`src/rtl/ctr_reg_arb.sv`:
```
`default_nettype none
// ============================================================================
// Module   : ctr_reg_arb
// Purpose  : Two-requester round-robin arbiter and sequencer in front of the
//            ctr1/ctr2 counter-configuration register block. Requester 0 is
//            the scan/test host, requester 1 the functional core. Each
//            granted single-word write or read is turned into a one-cycle
//            ctr_wen/ctr_ren strobe; reads wait for ctr_ready (bounded by
//            TIMEOUT cycles) and the result is returned with a one-cycle ack.
// Revision : 1.0 - initial release
// ----------------------------------------------------------------------------
// Parameters
//   TIMEOUT     cycles allowed in RWAIT before a read is aborted with err
//   TO_W        timeout counter width, 2**TO_W must exceed TIMEOUT
// Ports
//   clk, rst               clock (rising edge), synchronous active-high reset
//   req0/we0/wdata0        requester 0 request, direction (1=write), data
//   ack0/err0/rdata0       requester 0 completion pulse, timeout flag, data
//   req1/we1/wdata1        requester 1 request, direction, data
//   ack1/err1/rdata1       requester 1 completion pulse, timeout flag, data
//   ctr_wen, ctr_ren       write / read strobes to the register block
//   ctr1_wdata/ctr2_wdata  write data for ctr1 (word [16:0]) / ctr2 ([31:17])
//   ctr1_rdata/ctr2_rdata  read data from the register block
//   ctr_ready              read-complete handshake from the register block
//   busy                   high whenever a transaction is in progress
// ============================================================================
module ctr_reg_arb #(
   parameter int TIMEOUT = 4,
   parameter int TO_W    = 3
) (
   input  logic        clk,
   input  logic        rst,

   input  logic        req0,
   input  logic        we0,
   input  logic [31:0] wdata0,
   output logic        ack0,
   output logic        err0,
   output logic [31:0] rdata0,

   input  logic        req1,
   input  logic        we1,
   input  logic [31:0] wdata1,
   output logic        ack1,
   output logic        err1,
   output logic [31:0] rdata1,

   output logic        ctr_wen,
   output logic        ctr_ren,
   output logic [16:0] ctr1_wdata,
   output logic [14:0] ctr2_wdata,
   input  logic [16:0] ctr1_rdata,
   input  logic [14:0] ctr2_rdata,
   input  logic        ctr_ready,

   output logic        busy
);

   typedef enum logic [2:0] {
      S_IDLE  = 3'd0,
      S_WR    = 3'd1,
      S_RD    = 3'd2,
      S_RWAIT = 3'd3,
      S_DONE  = 3'd4
   } state_t;

   state_t            r_state;
   state_t            w_state_next;

   logic              r_owner;      // requester currently being served
   logic              r_last;       // requester served most recently
   logic [31:0]       r_wdata;      // latched write word, drives ctr*_wdata
   logic [31:0]       r_cap;        // captured read word (0 for writes/timeouts)
   logic              r_err;        // captured timeout flag
   logic [TO_W-1:0]   r_to_cnt;

   logic              w_grant_valid;
   logic              w_grant_id;
   logic              w_grant_we;
   logic [31:0]       w_grant_wdata;
   logic [TO_W-1:0]   w_to_cnt_inc;
   logic              w_to_expired;
   logic              w_done;

   // ------------------------------------------------------------------------
   // Arbitration: a lone request wins outright; on a tie the requester that
   // was not served last wins, so continuous contention alternates grants.
   // ------------------------------------------------------------------------
   always_comb begin
      w_grant_valid = req0 | req1;
      w_grant_id    = (req0 & req1) ? ~r_last : req1;
      w_grant_we    = w_grant_id ? we1    : we0;
      w_grant_wdata = w_grant_id ? wdata1 : wdata0;
   end

   // The abort fires on the cycle whose increment would reach TIMEOUT, so a
   // read that never sees ready spends exactly TIMEOUT cycles in RWAIT.
   assign w_to_cnt_inc = r_to_cnt + 1'b1;
   assign w_to_expired = (w_to_cnt_inc == TO_W'(TIMEOUT));

   // ------------------------------------------------------------------------
   // Next-state logic
   // ------------------------------------------------------------------------
   always_comb begin
      w_state_next = r_state;
      case (r_state)
         S_IDLE: begin
            if (w_grant_valid) begin
               w_state_next = w_grant_we ? S_WR : S_RD;
            end
         end
         S_WR:    w_state_next = S_DONE;
         S_RD:    w_state_next = S_RWAIT;
         S_RWAIT: begin
            if (ctr_ready || w_to_expired) begin
               w_state_next = S_DONE;
            end
         end
         S_DONE:  w_state_next = S_IDLE;
         default: w_state_next = S_IDLE;
      endcase
   end

   // ------------------------------------------------------------------------
   // State register and transaction latches
   // ------------------------------------------------------------------------
   always_ff @(posedge clk) begin
      if (rst) begin
         r_state  <= S_IDLE;
         r_owner  <= 1'b0;
         r_last   <= 1'b1;       // requester 0 wins the first tie
         r_wdata  <= 32'd0;
         r_cap    <= 32'd0;
         r_err    <= 1'b0;
         r_to_cnt <= '0;
      end else begin
         r_state <= w_state_next;
         case (r_state)
            S_IDLE: begin
               if (w_grant_valid) begin
                  r_owner <= w_grant_id;
                  r_wdata <= w_grant_wdata;
                  // Writes report zero data and no error in DONE.
                  r_cap   <= 32'd0;
                  r_err   <= 1'b0;
               end
            end
            S_RD: begin
               r_to_cnt <= '0;
            end
            S_RWAIT: begin
               if (ctr_ready) begin
                  r_cap <= {ctr2_rdata, ctr1_rdata};
                  r_err <= 1'b0;
               end else begin
                  r_to_cnt <= w_to_cnt_inc;
                  if (w_to_expired) begin
                     r_cap <= 32'd0;
                     r_err <= 1'b1;
                  end
               end
            end
            S_DONE: begin
               r_last <= r_owner;
            end
            default: begin
            end
         endcase
      end
   end

   // ------------------------------------------------------------------------
   // Outputs: pure decodes of the registered state and latches. ctr*_wdata
   // follow the latched word and therefore hold outside WR.
   // ------------------------------------------------------------------------
   assign busy       = (r_state != S_IDLE);
   assign ctr_wen    = (r_state == S_WR);
   assign ctr_ren    = (r_state == S_RD);
   assign ctr1_wdata = r_wdata[16:0];
   assign ctr2_wdata = r_wdata[31:17];

   assign w_done = (r_state == S_DONE);
   assign ack0   = w_done & ~r_owner;
   assign ack1   = w_done &  r_owner;
   assign err0   = ack0 & r_err;
   assign err1   = ack1 & r_err;
   assign rdata0 = ack0 ? r_cap : 32'd0;
   assign rdata1 = ack1 ? r_cap : 32'd0;

endmodule
`default_nettype wire

```
`config.mk`:
```
export PLATFORM = sky130hd
export DESIGN_NAME = ctr_reg_arb
export DESIGN_NICKNAME = d
export VERILOG_FILES = /design/src/rtl/ctr_reg_arb.sv
export SDC_FILE = /design/constraint.sdc
export NUM_CORES = 1
export LEC_CHECK = 0
export CORE_MARGIN = 3
export CORE_UTILIZATION = 34
export DETAILED_ROUTE_END_ITERATION = 10
export GPL_TIMING_DRIVEN = 1
export PLACE_DENSITY = 0.77
export SETUP_SLACK_MARGIN = 0.3
export SLEW_MARGIN = 20
export SYNTH_ARGS = -nofsm -noshare
export SYNTH_HDL_FRONTEND = slang
export SYNTH_SLANG_ARGS = --single-unit
```
`constraint.sdc`:
```
create_clock -name clk -period 1.8 [get_ports clk]
set_clock_uncertainty 0.2 [all_clocks]
set_input_delay 0.27 -clock clk [delete_from_list [all_inputs] [get_ports clk]]
set_output_delay 0.27 -clock clk [all_outputs]
set_load 0.01 [all_outputs]
```
==> results by group, run 1 <==
Status
  • Outcome: finished, violations left
  • Failing checks: setup timing

Critical path
  • Critical Path Start Type: flop
  • Critical Path End: rdata0[4]
  • R2R setup slack: -290 ps
  • Slowest stage cell, crit path: dfxtp_4
  • Worst EP arrival: 1620 ps
  • R2R Path End: r_cap[0]
  • Delay-heaviest family, CP: buffers and inverters
  • R2R depth: 8
  • Reg-to-Reg Start: r_state[1]
  • Critical Path Source: r_state[1]
  • Buffer and inverter count on the worst path: 5
  • Cell depth of the worst setup path: 9
  • Required @ worst endpoint: 1330 ps
  • Worst Setup Path Type: reg -> out
  • Worst stage delay on the critical path: 360 ps
  • Most frequent CP cell: buf_6
  • Critical-path maximum fanout: 6
  • Worst path cell trace: nor2_4 > nand2_2 > nor2_4 > buf_6 > buf_6 > buf_16 > buf_12 > and2_4 > buf_6
  • Crit end category: output pin

Global routing
  • First-pass GRT wire length: 21.1 mm
  • Total grt overflow: 0
  • Vias in the first global route: 3930
  • Largest net degree at the start of global routing: 33
  • Total GRT Usage: 23.9%
  • Antenna violations before repair: 0

Die
  • Die ar.: 11100 sq um
  • Die W: 105 um
  • Die Y: 105 um
  • Placeable Area: 9420 sq um
  • IO Pins: 206
  • Initial core utilization: 35.7%
  • Standard-cell rows: 35

Yosys
  • #FFs+latches synth: 73
  • Netlist Area Pre-Place: 3360 sq um
  • Share of async-settable or async-resettable flops after synthesis: 0%
  • Sequential element share of the synthesized area: 43.5%
  • Avg Inst Size Synth: 9.69 sq um
  • Most frequent cells after synthesis: dfxtp_1, and2_1, nor2_1
  • Yosys cell types: 32
  • Area leader, netlist: dfxtp_1
  • Most frequent cell after synthesis: dfxtp_1
  • Share of the synthesized area in the top cell type: 43.5%
  • Synth Instances: 347
  • Largest cells by area after synthesis: dfxtp_1, and2_1, mux2i_1
  • Synth warn: 0
  • Post-synth EDFFs: 0
  • Synth Net Count: 452
  • Synth Flop Type: dfxtp_1

Detailed routing
  • Initial DRC Count: 107
  • Post-route ant nets: 0
  • Vias per std cell: 5.02
  • WL/cell: 18.9 um
  • Total wire length: 14.1 mm
  • Drt pass-1 iters: 4
  • Vias: 3737
  • DRC viols: 0

Finish
  • Multi-input logic area: 2180 sq um
  • Share of cells above drive strength 1: 48.8%
  • Cell Count, Final, Fillers Out: 744
  • Sequential Area: 1470 sq um
  • # fillers: 565
  • Area Overhead vs Synth: 120%
  • N_diodes: 0
  • Nets@finish: 715

Timing
  • Worst rel slew slack: 63.8%
  • Setup violations, final: 137
  • Setup repair after global routing missed its margin: true
  • Setup ws final: -294 ps
  • Minimum clock period: 2090 ps
  • Min Hold Slack: 114 ps
  • Final Cycle Share: 116%
  • Worst slew pin tran: 543 ps
  • Peak Freq: 477 MHz
  • Count of pins over their slew limit: 0
  • Final Hold Vio Count: 0

Pwr
  • P per Cell Area: 725 nW/um^2
  • Overall power: 5.37 mW
  • Leakage: 3.16 nW
  • Worst IR Drop VDD: 0.528 mV

Placed design
  • GP Congestion: 0.816
  • Detailed Place HPWL: 8.22 mm
  • Port bufs: 205
  • Post-placement worst setup slack: -269 ps
  • Inst Count DP: 669

Clock network
  • Cts bufs inserted: 9
  • Htree depth: 3
  • CTS root buffer: clkbuf_8
  • Max Root-Sink Buffers: 2
  • Skew-Pair Late Insertion Delay: 340 ps
  • Num Clock Sinks: 73
  • CTS tree: yes
  • Worst-path clk slew: 80 ps

Flow run
  • Max-Cap Viols: 0

Min path
  • Worst hold path class: in -> reg
area by class of cell:
| class | instances | share of cell area (%) |
|---|---|---|
| inverter | 2 | 0.101 |
| multi-input combinational | 241 | 29.4 |
| sequential | 73 | 19.9 |
| tap | 129 | 2.18 |
| clock buffer | 11 | 1.91 |
| timing repair buffer | 283 | 45.8 |
| clock inverter | 5 | 0.744 |
registers in the layout (all words and copies together), names as in the netlist:
signal    cells
r_cap        32
r_wdata      32
r_state       3
r_to_cnt      3
r_err         1
r_last        1
r_owner       1
power breakdown:
part           internal (mW)  total [mW]  switching, mW
clock                  0.674        1.27          0.601
sequential              1.78        1.87         0.0994
combinational           1.31        2.22          0.906
total                   3.76        5.37           1.61
worst min path at each step:
| stage | from | to | slack (ps) | cells past startpoint |
|---|---|---|---|---|
| detailed placement | r_cap[0] | r_cap[0] | 280 | 1 |
| floorplan | rst | r_last | 190 | 2 |
| global placement | r_cap[1] | r_cap[1] | 270 | 1 |
| global route | rst | r_state[1] | 120 | 3 |
| finish | rst | r_state[1] | 110 | 3 |
| CTS | rst | r_state[1] | 90 | 3 |
placed cells by master (no fill, tap or decap), drive strengths merged, types with 2 or more instances in the layout:
master,instances
nor2,41
clkinv,2
dlygate4sd2,25
o21ai,2
nand2b,3
buf,147
a211oi,32
ha,2
mux2i,34
inv,2
clkdlybuf4s15,7
a21boi,3
a22o,32
clkdlybuf4s50,101
a32o,2
a21oi,4
dfxtp,73
nand2,5
and3,2
a21o,2
clkbuf,13
and2,67
clkinvlp,2
worst min-delay path: cells and delay by family:
family,cells,cell delay (ps)
buffers and inverters,2,310
AO/OA/AOI/OAI,1,30
timing repair:
action,CTS,global route
pin swaps,24,16
cloned,17,2
endpoints found under the hold margin,2,0
endpoints found under the setup margin,173,149
gates resized for setup,443,53
setup buffers,32,7
hold buffers,1,0
stage by stage:
step | cell area (sq um) | util (%) | TNS, ps
after floorplan | 3700 | - | 0
after global placement | 5890 | 62.6 | -24090
after detailed placement | 5890 | 62.6 | -26920
after CTS | 7080 | 75.2 | -27000
after global routing | 7400 | 78.6 | -37610
final | 7400 | 78.6 | -28530
metal layers:
metal | global-route usage (%) | part of all wire [%]
met2 | 42.8 | 51
met5 | 0 | 0
met3 | 7.84 | 9.5
met1 | 26.9 | 38
met4 | 6.94 | 1.8
cells by family after synthesis:
logic type,after synthesis,synth area share [%]
xor gates and xnor gates,1,0.261
buffers and inverters,33,5.06
and+or+nand+nor,124,20.1
DFF,73,43.5
adders and majority gates,2,0.744
muxes,34,10.1
AOI/OAI and AO/OA,80,20.3
Power figures use the tool's default switching activity.
==> run 2, diff against run 1 <==
--- a/config.mk
+++ b/config.mk
@@ -6,10 +6,11 @@
 export NUM_CORES = 1
 export LEC_CHECK = 0
 export CORE_MARGIN = 3
-export CORE_UTILIZATION = 34
+export CORE_UTILIZATION = 37
+export CTS_CLUSTER_SIZE = 10
 export DETAILED_ROUTE_END_ITERATION = 10
 export GPL_TIMING_DRIVEN = 1
-export PLACE_DENSITY = 0.77
+export PLACE_DENSITY = 0.79
 export SETUP_SLACK_MARGIN = 0.3
 export SLEW_MARGIN = 20
 export SYNTH_ARGS = -nofsm -noshare
==> constraint.sdc (replaced) <==
create_clock -name clk -period 2.2 [get_ports clk]
set_clock_uncertainty 0.2 [all_clocks]
set_input_delay 0.33 -clock clk [delete_from_list [all_inputs] [get_ports clk]]
set_output_delay 0.33 -clock clk [all_outputs]
set_load 0.01 [all_outputs]
==> results by group, run 2 (synthesis gave the netlist of run 1 again) <==
Status
  • Outcome: complete, no violations

Timing
  • Minimum clock period: 2130 ps
  • Final Hold Vio Count: 0 (unchanged)
  • Count of pins over their slew limit: 0 (unchanged)
  • Setup violations, final: 0 (-100%)
  • Final Cycle Share: 96.8%
  • Setup repair after global routing missed its margin: true
  • Peak Freq: 470 MHz
  • Worst rel slew slack: 73.0% (+9.2 points)
  • Worst slew pin tran: 405 ps (-139 ps)
  • Setup tns final: 0 ps (+28530 ps)
  • Setup ws final: 70.3 ps (+365 ps)

Clock network
  • Worst-path clk slew: 80 ps (about the same)
  • Htree depth: 3 (unchanged)
  • Skew-Pair Late Insertion Delay: 330 ps (about the same)
  • Cts bufs inserted: 9 (unchanged)
  • Num Clock Sinks: 73 (unchanged)
  • CTS tree: yes
  • CTS root buffer: clkbuf_8
  • Max Root-Sink Buffers: 2 (unchanged)

Die
  • Placeable Area: 8760 sq um (-6.9%)
  • Die W: 101 um (-3.9%)
  • Standard-cell rows: 34 (-2.9%)
  • Die ar.: 10300 sq um (-7.7%)
  • Initial core utilization: 38.3% (+2.7 points)
  • IO Pins: 206 (unchanged)
  • Die Y: 101 um (-3.9%)

Detailed routing
  • Post-route ant nets: 0 (unchanged)
  • Initial DRC Count: 53 (-50%)
  • Drt pass-1 iters: 4 (unchanged)
  • WL/cell: 18.6 um (-1.7%)
  • Vias: 3511 (-6.0%)
  • Total wire length: 12.7 mm (-10%)
  • Vias per std cell: 5.16 (+2.6%)
  • DRC viols: 0 (unchanged)

Critical path
  • Required @ worst endpoint: 1670 ps (+340 ps)
  • Worst Setup Path Type: reg -> out
  • Critical-path maximum fanout: 7 (+1)
  • Critical Path Start Type: flop
  • Worst EP arrival: 1600 ps (-20 ps)
  • Crit end category: output pin

Global routing
  • Antenna violations before repair: 0 (unchanged)
  • Vias in the first global route: 3295 (-16%)
  • Largest net degree at the start of global routing: 45 (+36%)
  • First-pass GRT wire length: 16.6 mm (-22%)
  • Total GRT Usage: 20.4% (-3.5 points)
  • Total grt overflow: 0 (unchanged)

Finish
  • Largest registers: r_cap (32), r_wdata (32)
  • Area Overhead vs Synth: 92.1%
  • Share of cells above drive strength 1: 35.8% (-13 points)
  • Commonest non-fill, non-tap cell in the layout: clkdlybuf4s50_1
  • Nets@finish: 673 (-5.9%)
  • Most frequent cells in the layout: clkdlybuf4s50_1, dfxtp_1, buf_6
  • N_diodes: 0 (unchanged)

Pwr
  • Internal: 2.91 mW (-23%)
  • Worst IR Drop VDD: 0.345 mV (-35%)
  • Sequential share of power: 38.4% (+3.5 points)
  • P_sw: 1.08 mW (-33%)
  • Sw Share: 27.0% (-2.9 points)
  • P per Cell Area: 617 nW/um^2 (-15%)
  • Leakage: 2.68 nW (-15%)
  • Clock power share: 31.7% (+8.0 points)
  • Comb power frac: 29.9% (-11 points)

Flow run
  • Max-Cap Viols: 0 (unchanged)

Placed design
  • Port bufs: 205 (unchanged)
  • Detailed Place HPWL: 7.80 mm (-5.1%)
  • Post-placement worst setup slack: 76.7 ps (+346 ps)
  • GP Congestion: 0.801 (-1.9%)

Min path
  • Worst hold path class: reg -> reg
==> run 2: cell types whose count changed in the layout (fill, tap and decap cells not counted), moves of 6 or more <==
cell	before	now
clkdlybuf4s50_1	101	134
buf_6	98	67
dlygate4sd2_1	25	0
a211oi_1	0	22
a211oi_2	32	10
buf_16	17	3
nor2_1	25	38
nor2_2	12	0
buf_12	17	6
clkbuf_16	2	8
clkdlybuf4s15_1	7	1
==> run 2: layout make-up <==
| cell class | count | area (sq um) |
|---|---|---|
| repair buffers | 241 | 2670 |
| clock buffers | 11 | 141 |
| fillers | 586 | 2310 |
| clock inverters | 5 | 103 |
| well taps | 108 | 135 |
| multi-input cells | 241 | 1940 |
| flip-flops and latches | 73 | 1470 |
| inverters | 2 | 7.51 |
==> run 2: through the flow <==
step	hold WS [ps]	power [mW]	util [%]	instance area, sq um	cells
floorplan	231	2.06	-	3360	347
global placement	266	2.59	63.8	5590	645
detailed placement	266	2.61	63.8	5590	645
CTS	289	3.92	67.7	5930	669
global route	319	4.17	73.7	6450	681
finish	300	3.99	73.7	6450	681
==> run 2: repair_timing <==
action / 4_1_cts / 5_1_grt
buffers inserted: 5 / 3
pin swaps: 7 / 11
endpoints found under the setup margin: 104 / 134
hold buffers: 0 / 0
cloned: 3 / 9
resized for setup: 245 / 187
==> run 2: worst paths after layout <==
path,from,end,slack (ps),depth (start not counted)
max,r_state[0],rdata1[5],70,5
min,r_wdata[31],r_wdata[31],300,2
max reg2reg,r_state[1],r_wdata[27],370,7
min reg2reg,r_wdata[31],r_wdata[31],300,2
==> run 2: worst max-delay path, cell delays in order, from the launching register on <==
cell	delay, ps
dfxtp_2	340
nor2_4	120
and3_4	350
buf_12	160
and2_1	160
buf_2	140
==> run 2: per-layer routing <==
metal	track usage (%)	up-vias	share of wire [%]
met3	7.85	21	11
met1	24.0	1623	37
li1	-	1664	-
met2	33.6	203	50
met4	7.67	0	1.8
met5	0	-	0
==> run 2: power groups by stage <==
stage,registers [mW],logic [mW],clock network [mW]
floorplan,1.59,0.471,0
global placement,1.54,1.05,0
detailed placement,1.55,1.06,0
CTS,1.53,1.10,1.29
global route,1.55,1.28,1.34
finish,1.53,1.19,1.26
